--- config.mk ---
export PLATFORM = sky130hd
export DESIGN_NAME = simon_ctr_stream_flat
export DESIGN_NICKNAME = d
export VERILOG_FILES = /design/src/rtl/simon_ctr_stream_if.sv /design/src/rtl/simon_ctr_stream.sv /design/src/flat_wrapper.sv
export SDC_FILE = /design/constraint.sdc
export NUM_CORES = 1
export LEC_CHECK = 0
export ABC_AREA = 1
export CAP_MARGIN = 40
export CORE_AREA = 2 2 136 138
export CTS_CLUSTER_SIZE = 8
export DETAILED_ROUTE_END_ITERATION = 8
export DIE_AREA = 0 0 138 140
export PLACE_DENSITY = 0.75
export RECOVER_POWER = 100
export SLEW_MARGIN = 10
export SYNTH_ARGS = -nofsm -noshare
export SYNTH_HDL_FRONTEND = slang
export SYNTH_SLANG_ARGS = --single-unit
export TNS_END_PERCENT = 20
--- constraint.sdc ---
create_clock -name clk -period 4 [get_ports clk]
set_input_delay 1 -clock clk [delete_from_list [all_inputs] [get_ports clk]]
set_output_delay 1 -clock clk [all_outputs]
set_load 0.05 [all_outputs]
--- src/rtl/simon_ctr_stream_if.sv ---
// Output stream carrying the buffered ciphertext words to the consumer.
// The master drives rnd_valid/rnd_data; the slave answers with rnd_ready.
interface simon_ctr_stream_if;
  logic        rnd_valid;
  logic [31:0] rnd_data;
  logic        rnd_ready;

  modport master (
    output rnd_valid,
    output rnd_data,
    input  rnd_ready
  );

  modport slave (
    input  rnd_valid,
    input  rnd_data,
    output rnd_ready
  );
endinterface

--- src/rtl/simon_ctr_stream.sv ---
// Counter-mode request driver and output FIFO for the SIMON RNG top.
// Issues one cipher request at a time with an incrementing plaintext counter,
// rotates the key slot every REKEY_BLOCKS blocks, and buffers each ciphertext
// in a small FIFO with a registered head word for the consumer stream.
module simon_ctr_stream #(
  parameter int          DEPTH         = 4,
  parameter logic [31:0] CTR_INIT      = 32'h0000_0000,
  parameter logic [8:0]  KEY_ADDR_INIT = 9'd0,
  parameter logic [8:0]  KEY_STRIDE    = 9'd8,
  parameter int          REKEY_BLOCKS  = 16,
  parameter int          TIMEOUT       = 1024
) (
  input  logic                   clk,
  input  logic                   rst,
  input  logic                   enable,
  input  logic                   clear_err,
  output logic                   cipher_en,
  output logic [31:0]            plaintext,
  output logic [8:0]             key_addr,
  input  logic [31:0]            cipher_out,
  input  logic                   done,
  simon_ctr_stream_if.master     rnd,
  output logic [$clog2(DEPTH):0] fifo_level,
  output logic                   busy,
  output logic                   err
);

  localparam int AW = $clog2(DEPTH);
  localparam int LW = AW + 1;
  localparam int BW = $clog2(REKEY_BLOCKS) + 1;
  localparam int TW = $clog2(TIMEOUT) + 1;

  localparam logic [LW-1:0] FULL_LEVEL = LW'(DEPTH);
  localparam logic [BW-1:0] BLK_LAST   = BW'(REKEY_BLOCKS - 1);
  localparam logic [TW-1:0] TMO_LAST   = TW'(TIMEOUT - 1);

  localparam logic [1:0] ST_IDLE = 2'd0;
  localparam logic [1:0] ST_REQ  = 2'd1;
  localparam logic [1:0] ST_WAIT = 2'd2;
  localparam logic [1:0] ST_ERR  = 2'd3;

  logic [1:0]    state_reg, state_next;
  logic [TW-1:0] tmo_reg;
  logic [BW-1:0] blk_reg;
  logic [31:0]   ctr_reg;
  logic [8:0]    key_reg;

  logic [31:0]   mem [DEPTH];
  logic [AW-1:0] wr_ptr_reg, rd_ptr_reg, rd_ptr_next;
  logic [LW-1:0] count_reg;
  logic [31:0]   head_reg;

  logic push, pop, tmo_expired, rekey;

  // Event decode: a push only happens on a completion while waiting, so done
  // arriving in any other state is dropped here.
  always_comb begin
    push        = (state_reg == ST_WAIT) && done;
    pop         = (count_reg != '0) && rnd.rnd_ready;
    tmo_expired = (tmo_reg == TMO_LAST);
    rekey       = push && (blk_reg == BLK_LAST);
    rd_ptr_next = rd_ptr_reg + AW'(1);
  end

  // Next-state logic; in WAIT, done is tested before expiry so a completion
  // on the last allowed cycle still counts as a good block.
  always_comb begin
    state_next = state_reg;
    case (state_reg)
      ST_IDLE: if (enable && (count_reg < FULL_LEVEL)) state_next = ST_REQ;
      ST_REQ:  state_next = ST_WAIT;
      ST_WAIT: begin
        if (done)             state_next = ST_IDLE;
        else if (tmo_expired) state_next = ST_ERR;
      end
      ST_ERR:  if (clear_err) state_next = ST_IDLE;
      default: state_next = ST_IDLE;
    endcase
  end

  // Controller state, wait timer, plaintext counter and key slot rotation.
  always_ff @(posedge clk or posedge rst) begin
    if (rst) begin
      state_reg <= ST_IDLE;
      tmo_reg   <= '0;
      blk_reg   <= '0;
      ctr_reg   <= CTR_INIT;
      key_reg   <= KEY_ADDR_INIT;
    end else begin
      state_reg <= state_next;
      if (state_reg == ST_REQ)
        tmo_reg <= '0;
      else if ((state_reg == ST_WAIT) && !done)
        tmo_reg <= tmo_reg + TW'(1);
      if (push) begin
        ctr_reg <= ctr_reg + 32'd1;
        blk_reg <= rekey ? '0 : blk_reg + BW'(1);
        if (rekey)
          key_reg <= key_reg + KEY_STRIDE;
      end
    end
  end

  // FIFO storage; no reset so it can map onto RAM.
  always_ff @(posedge clk) begin
    if (push)
      mem[wr_ptr_reg] <= cipher_out;
  end

  // FIFO pointers, occupancy and registered head word. The head is loaded
  // straight from cipher_out when the pushed word becomes the new head,
  // otherwise from the RAM slot behind the word being popped.
  always_ff @(posedge clk or posedge rst) begin
    if (rst) begin
      wr_ptr_reg <= '0;
      rd_ptr_reg <= '0;
      count_reg  <= '0;
      head_reg   <= '0;
    end else begin
      if (push) wr_ptr_reg <= wr_ptr_reg + AW'(1);
      if (pop)  rd_ptr_reg <= rd_ptr_next;
      case ({push, pop})
        2'b10:   count_reg <= count_reg + LW'(1);
        2'b01:   count_reg <= count_reg - LW'(1);
        default: count_reg <= count_reg;
      endcase
      if (push && ((count_reg == '0) || ((count_reg == LW'(1)) && pop)))
        head_reg <= cipher_out;
      else if (pop && (count_reg > LW'(1)))
        head_reg <= mem[rd_ptr_next];
    end
  end

  // Output mapping; all outputs are decoded from registered state.
  always_comb begin
    cipher_en     = (state_reg == ST_REQ);
    busy          = (state_reg == ST_REQ) || (state_reg == ST_WAIT);
    err           = (state_reg == ST_ERR);
    plaintext     = ctr_reg;
    key_addr      = key_reg;
    fifo_level    = count_reg;
    rnd.rnd_valid = (count_reg != '0);
    rnd.rnd_data  = head_reg;
  end

endmodule

--- src/flat_wrapper.sv ---
// flat-port wrapper written by rule: the top's interface ports become plain ports
module simon_ctr_stream_flat 
#(
  parameter int          DEPTH         = 4,
  parameter logic [31:0] CTR_INIT      = 32'h0000_0000,
  parameter logic [8:0]  KEY_ADDR_INIT = 9'd0,
  parameter logic [8:0]  KEY_STRIDE    = 9'd8,
  parameter int          REKEY_BLOCKS  = 16,
  parameter int          TIMEOUT       = 1024
)
  (clk, rst, enable, clear_err, cipher_en, plaintext, key_addr, cipher_out, done, fifo_level, busy, err, rnd_rnd_valid, rnd_rnd_data, rnd_rnd_ready);
  simon_ctr_stream_if rnd_i ();
  input  logic clk;
  input  logic rst;
  input  logic enable;
  input  logic clear_err;
  output logic cipher_en;
  output logic [31:0] plaintext;
  output logic [8:0] key_addr;
  input  logic [31:0] cipher_out;
  input  logic done;
  output logic [$clog2(DEPTH):0] fifo_level;
  output logic busy;
  output logic err;
  output wire logic [$bits(rnd_i.rnd_valid)-1:0] rnd_rnd_valid;
  output wire logic [$bits(rnd_i.rnd_data)-1:0] rnd_rnd_data;
  input wire logic [$bits(rnd_i.rnd_ready)-1:0] rnd_rnd_ready;
  assign rnd_rnd_valid = rnd_i.rnd_valid;
  assign rnd_rnd_data = rnd_i.rnd_data;
  assign rnd_i.rnd_ready = rnd_rnd_ready;
  simon_ctr_stream #(.DEPTH(DEPTH), .CTR_INIT(CTR_INIT), .KEY_ADDR_INIT(KEY_ADDR_INIT), .KEY_STRIDE(KEY_STRIDE), .REKEY_BLOCKS(REKEY_BLOCKS), .TIMEOUT(TIMEOUT)) u_core (.clk(clk), .rst(rst), .enable(enable), .clear_err(clear_err), .cipher_en(cipher_en), .plaintext(plaintext), .key_addr(key_addr), .cipher_out(cipher_out), .done(done), .rnd(rnd_i), .fifo_level(fifo_level), .busy(busy), .err(err));
endmodule
==> metrics.md, run 1 <==
| Metric | Value |
|---|---|
| Status | `finished, violations left` |
| Violated checks | `max-capacitance violations, max-slew violations` |
| Gates resized, CTS repair | `0` |
| Synth warn | `0` |
| Post-Route WL | `between 20000 and 25000 um` |
| GR Overflow Total | `0` |
| Avg WL per Cell | `approximately 16 um` |
| First DRT Iteration DRCs | `380` |
| IO Count | `between 100 and 150` |
| Critical Path End Type | `register` |
| Worst Skew | `between 9 and 10 ps` |
| Clk Latency, worst-skew pair | `~540 ps` |
| Startpoint Class | `input pin` |
| Worst-path fanout max | `11` |
| Drt drc | `0` |
| Port bufs | `114` |
| FF+latch count, synth | `223` |
| Most frequent CP cell | `clkbuf_1` |
| Area of the die | `between 0.015 and 0.02 mm2` |
| Vias in the first global route | `between 6000 and 7000` |
| Max_cap viols | `1` |
| Most frequent cells in the layout | `nand2_1, edfxtp_1, dlygate4sd3_1` |
| Total track usage | `21.9%` |
| Area Growth Syn to Fin | `23.0%` |
| Cells after Synth | `about 950` |
| Root buf cell | `clkbuf_16` |
| Ys async rst share | `roughly 43%` |
| Die Ht | `between 100 and 150 um` |
| Setup TNS | `0 ps` |
| Most common cell after layout, fill and taps aside | `nand2_1` |
| Antenna violations before repair | `1` |
| CP Class | `input pin to register` |
| Worst-margin pin slew | `about 2200 ps` |
| Finished Cell Area | `0.0119 mm2` |
| Worst endpoint required time | `4170 ps` |
| Number of detailed-route iterations in the first pass | `5` |
| Fraction of layout cells with a size suffix above 1 | `7.09%` |
| Area used by multi-input combinational logic | `~0.0031 mm2` |
| Placer Congestion | `~0.86` |
| Die width | `138 um` |
| Fmax | `between 300 and 400 MHz` |
| Worst path top cell family by delay | `buffers and inverters` |
| Leak | `approximately 0.0051 uW` |
| Post-synth top flop | `edfxtp_1` |
| Setup bufs post-CTS | `0` |
| Distinct cells, synth | `33` |
| Global-route wire length before repair | `~34000 um` |
| Total CTS buffers | `31` |
| Slew headroom | `-46.5%` |
| Post-synth EDFFs | `128` |
| Register bank with the most flops | `u_core.mem` |
| Register area | `around 0.0062 mm2` |
| Max Slew Vio Count | `between 50 and 60` |
| Fillers | `1334` |
| Period utilization | `83.0%` |
| Hold WC Path Type | `register to register` |
| Vias | `about 7000` |
| Post-DP HPWL | `between 10000 and 15000 um` |
| Worst stage delay on the critical path | `around 730 ps` |
| Core area | `0.0178 mm2` |
| DP Area | `between 0.01 and 0.015 mm2` |
| Clock slew seen by the registers of the worst setup and hold paths | `around 50 ps` |
| Slowest cell on crit path | `nor2_1` |
| Clk buf depth | `3` |
| WP data arrival | `~3500 ps` |
| Final setup vio count | `0` |
| H-tree depth | `1` |
| Hold_buf cts | `0` |
| RSZ-0062 raised after global routing | `false` |
| Max FFs per register | `between 100 and 150` |
| Post-Syn Area per Cell | `between 10 and 15 um2` |
| Post-synthesis sequential area ratio | `approximately 64%` |
| Post-synthesis cell area | `~0.0097 mm2` |
| # nets final | `1134` |
| Final worst path period need | `3320 ps` |
| Largest net degree at the start of global routing | `60` |
| Maximum vdd drop | `roughly 0.51 mV` |
| Vias per cell | `between 5 and 6` |
| CTS tree | `built` |
| Final ANT Viol Nets | `0` |
| Final Hold Fails | `0` |
| CTS Sinks | `223` |
| N_diodes | `0` |
| Initial Util | `54.5%` |
| Pwr Density | `683 mW/mm2` |
| WP buf/inv | `3` |
| CP cell instances | `dlygate4sd3_1 -> nand2_1 -> clkbuf_1 -> nor2_1 -> clkbuf_1` |
| Cell row count | `slightly below 50` |
## synthesized netlist by cell type, types with 3 or more instances
| master | instances | area, um2 |
|---|---|---|
| edfxtp_1 | 128 | 3840 |
| buf_4 | 5 | 37.5 |
| ha_1 | 18 | 225 |
| nand2_1 | 325 | 1220 |
| a21oi_1 | 11 | 55.1 |
| o21ai_0 | 33 | 165 |
| inv_1 | 58 | 218 |
| nand3_1 | 70 | 350 |
| buf_2 | 13 | 65.1 |
| nor3_1 | 5 | 25.0 |
| o21ai_1 | 3 | 15.0 |
| or2_0 | 3 | 18.8 |
| xnor2_1 | 19 | 166 |
| nand4_1 | 31 | 194 |
| xor2_1 | 15 | 131 |
| or2_2 | 27 | 169 |
| inv_2 | 4 | 15.0 |
| dfrtp_1 | 95 | 2380 |
| nor2_1 | 55 | 206 |
| clkbuf_1 | 10 | 37.5 |
## layout make-up
class	instances	area share [%]
clock buffers	54	7.23
clock inverters	1	0.0734
inverters	62	1.95
multi-input cells	634	25.9
flip-flops and latches	223	52.2
well taps	229	2.40
repair buffers	126	10.3
## through the flow
stage               total power [uW]  util [%]  std cells  hold slack, ps  setup slack (ps)
detailed placement              5990      62.6       1274             455               850
floorplan                       5040         -        950             427               523
CTS                             8360      67.5       1329             464               727
finish                          8150      67.1       1329             463               681
global route                    8620      67.1       1329             488               508
global placement                5880      62.4       1272             449               846
## per-layer routing
metal / wire (um) / vias to the layer above / global-route usage (%)
li1: - / 3392 / -
met1: 9120 / 3329 / 28.9
met2: 9930 / 238 / 36.6
met3: 1630 / 46 / 4.62
met4: 448 / 2 / 7.09
met5: 13 / - / 0
## report_power, final
part	internal [uW]	leakage, uW	switching (uW)
clock network	1430	0.000414	914
registers	2780	0.00239	232
logic	819	0.00235	1970
total	5040	0.00515	3110
## final timing paths
check	to	startpoint	depth (start not counted)	slack, ps
min reg2reg	u_core.blk_reg[3]	u_core.blk_reg[3]	1	460
max in group asynchronous	u_core.plaintext[1]	rst	2	1080
max reg2reg	u_core.mem[1][5]	u_core.state_reg[0]	6	930
max	u_core.mem[1][5]	done	5	680
min	u_core.blk_reg[3]	u_core.blk_reg[3]	1	460
min in group asynchronous	u_core.rnd.rnd_data[17]	rst	2	1660
## logic make-up (layout without fill, tap and decap cells)
group | after synthesis | in the layout | synth area share (%)
buffers and inverters | 93 | 243 | 4.12
other | 1 | 3 | 0.0387
AOI/OAI and AO/OA | 52 | 52 | 2.93
xor gates and xnor gates | 34 | 34 | 3.07
adders and majority gates | 18 | 18 | 2.32
DFF | 223 | 223 | 64.2
and+or+nand+nor | 527 | 527 | 23.4
Note: power is estimated with default switching activity, not from simulation.
==> run 2: changes to the inputs <==
Settings changed: CORE_AREA 2 2 136 138 to 2 2 143 145, DIE_AREA 0 0 138 140 to 0 0 145 147, PLACE_DENSITY 0.75 to 0.72.
Clock period 4 ns to 2.75 ns, I/O delays scaled along.
==> metrics.md, run 2 (same netlist as run 1, synthesis figures left out) <==
| Metric | Value |
|---|---|
| Clock slew seen by the registers of the worst setup and hold paths | `50 ps` |
| H-tree depth | `1` |
| R2r startpoint | `u_core.fifo_level[1]` |
| Final ANT Viol Nets | `0` |
| DR WL met3 | `between 1000 and 1500 um` |
| Maximum vdd drop | `between 0.5 and 0.6 mV` |
| CP Class | `register to output pin` |
| Total chip power | `roughly 12000 uW` |
| Top routing layer used | `met4` |
| Register bank with the most flops | `u_core.mem` |
| Most frequent cells in the layout | `nand2_1, edfxtp_1, dlygate4sd3_1` |
| Total track usage | `19.5%` |
| Fillers | `roughly 1600` |
| Worst Skew | `just over 10 ps` |
| Fin util | `between 60% and 70%` |
| Leak | `approximately 0.0052 uW` |
| Cell row count | `52` |
| Initial Util | `between 40% and 50%` |
| Global-route wire length before repair | `approximately 34000 um` |
| Port bufs | `about 110` |
| RSZ-0062 raised after global routing | `false` |
| # nets final | `approximately 1100` |
| Setup TNS | `0 ps` |
| Post-Route WL | `around 21000 um` |
| Root buf cell | `clkbuf_16` |
| Slew headroom | `-9.47%` |
| Avg WL per Cell | `15.0 um` |
| Fmax | `about 380 MHz` |
| Hold Crit Start | `u_core.blk_reg[3]` |
| Vias | `slightly below 7000` |
| Number of detailed-route iterations in the first pass | `7` |
| Area Growth Syn to Fin | `23.8%` |
| Startpoint Class | `register` |
| Drt drc | `0` |
| Die Ht | `around 150 um` |
| Max FFs per register | `about 130` |
| Worst-path fanout max | `5` |
| Final worst path period need | `2630 ps` |
| Fraction of layout cells with a size suffix above 1 | `under 10%` |
| Placer Congestion | `~0.88` |
| CTS Sinks | `approximately 220` |
| IO Count | `~120` |
| CTS tree | `built` |
| Largest net degree at the start of global routing | `74` |
| Final setup vio count | `0` |
| Max Slew Vio Count | `74` |
| CP Launch Point | `u_core.state_reg[1]` |
| First DRT Iteration DRCs | `421` |
| Final Hold Fails | `0` |
| Violated checks | `max-capacitance violations, max-slew violations` |
| WL met2 | `roughly 10000 um` |
| Worst-margin pin slew | `between 1500 and 2000 ps` |
| WP data arrival | `~1900 ps` |
| Post-DP HPWL | `~13000 um` |
| Max_cap viols | `1` |
| Clk Latency, worst-skew pair | `between 500 and 600 ps` |
| Critical Path End Type | `output pin` |
| Clk buf depth | `3` |
| Vias per cell | `about 5.0` |
| Area of the die | `roughly 0.021 mm2` |
| Most common cell after layout, fill and taps aside | `nand2_1` |
| Hold WC Path Type | `register to register` |
| Period utilization | `a little over nine tenths` |
| M1 WL | `9180 um` |
| GR Overflow Total | `0` |
| Antenna violations before repair | `1` |
| Worst endpoint required time | `2060 ps` |
| Vias in the first global route | `about 6700` |
| Status | `finished, violations left` |
| Total CTS buffers | `31` |
| Die width | `145 um` |
| Core area | `between 0.015 and 0.02 mm2` |
| Pwr Density | `between 900 and 1000 mW/mm2` |
| Setup bufs post-CTS | `0` |
## run 2: changes by cell type in the layout (fill, tap and decap cells not counted), moves of 2 or more
cell / change
clkbuf_1: +8
clkbuf_2: +2
clkdlybuf4s50_1: +3
dlygate4sd2_1: +2
dlygate4sd3_1: -6
nor2_1: +4
nor2_4: -4
## run 2: final cells by class
cell class                      count  area, um2  area share, %
Antenna cell                        1       2.50         0.0209
Clock buffer                       54        862           7.18
Timing Repair Buffer              137       1270           10.6
Tap cell                          270        338           2.81
Sequential cell                   223       6220           51.8
Multi-Input combinational cell    634       3070           25.6
Inverter                           62        234           1.95
## run 2: per-stage QoR
stage	hold slack [ps]	cells	cell area [um2]	setup slack [ps]
global route	474	1380	12000	30.9
CTS	456	1380	12200	103
detailed placement	446	1326	11300	324
floorplan	427	950	9710	-90.1
finish	458	1381	12000	122
global placement	446	1326	11300	336
## run 2: final timing paths
check / to / slack (ps) / cells past startpoint
max in group asynchronous: u_core.rnd.rnd_data[31] / 510 / 3
min in group asynchronous: u_core.rnd.rnd_data[13] / 1110 / 3
min reg2reg: u_core.blk_reg[3] / 460 / 1
max reg2reg: u_core.rnd.rnd_data[8] / 300 / 9
min: u_core.blk_reg[3] / 460 / 1
max: err / 120 / 2
## run 2: critical path: stages (launching register included)
cell	delay (ps)
dfrtp_1	410
ha_1	200
clkdlybuf4s50_1	800
## run 2: power by group
part	leakage (uW)	switching, uW	internal, uW
registers	0.00239	350	4050
logic	0.00238	2820	1200
clock network	0.000409	1270	2080
total	0.00517	4440	7320
## run 2: metal layers
| layer | up-vias | track usage [%] |
|---|---|---|
| met5 | - | 0 |
| met4 | 0 | 4.85 |
| met3 | 23 | 4.01 |
| met2 | 184 | 32.8 |
| met1 | 3326 | 26.3 |
| li1 | 3409 | - |
## run 2: timing repair
| item | CTS | global route |
|---|---|---|
| endpoints found under the setup margin | 2 | 0 |
| hold buffers | 0 | 0 |
| resized for setup | 2 | 0 |
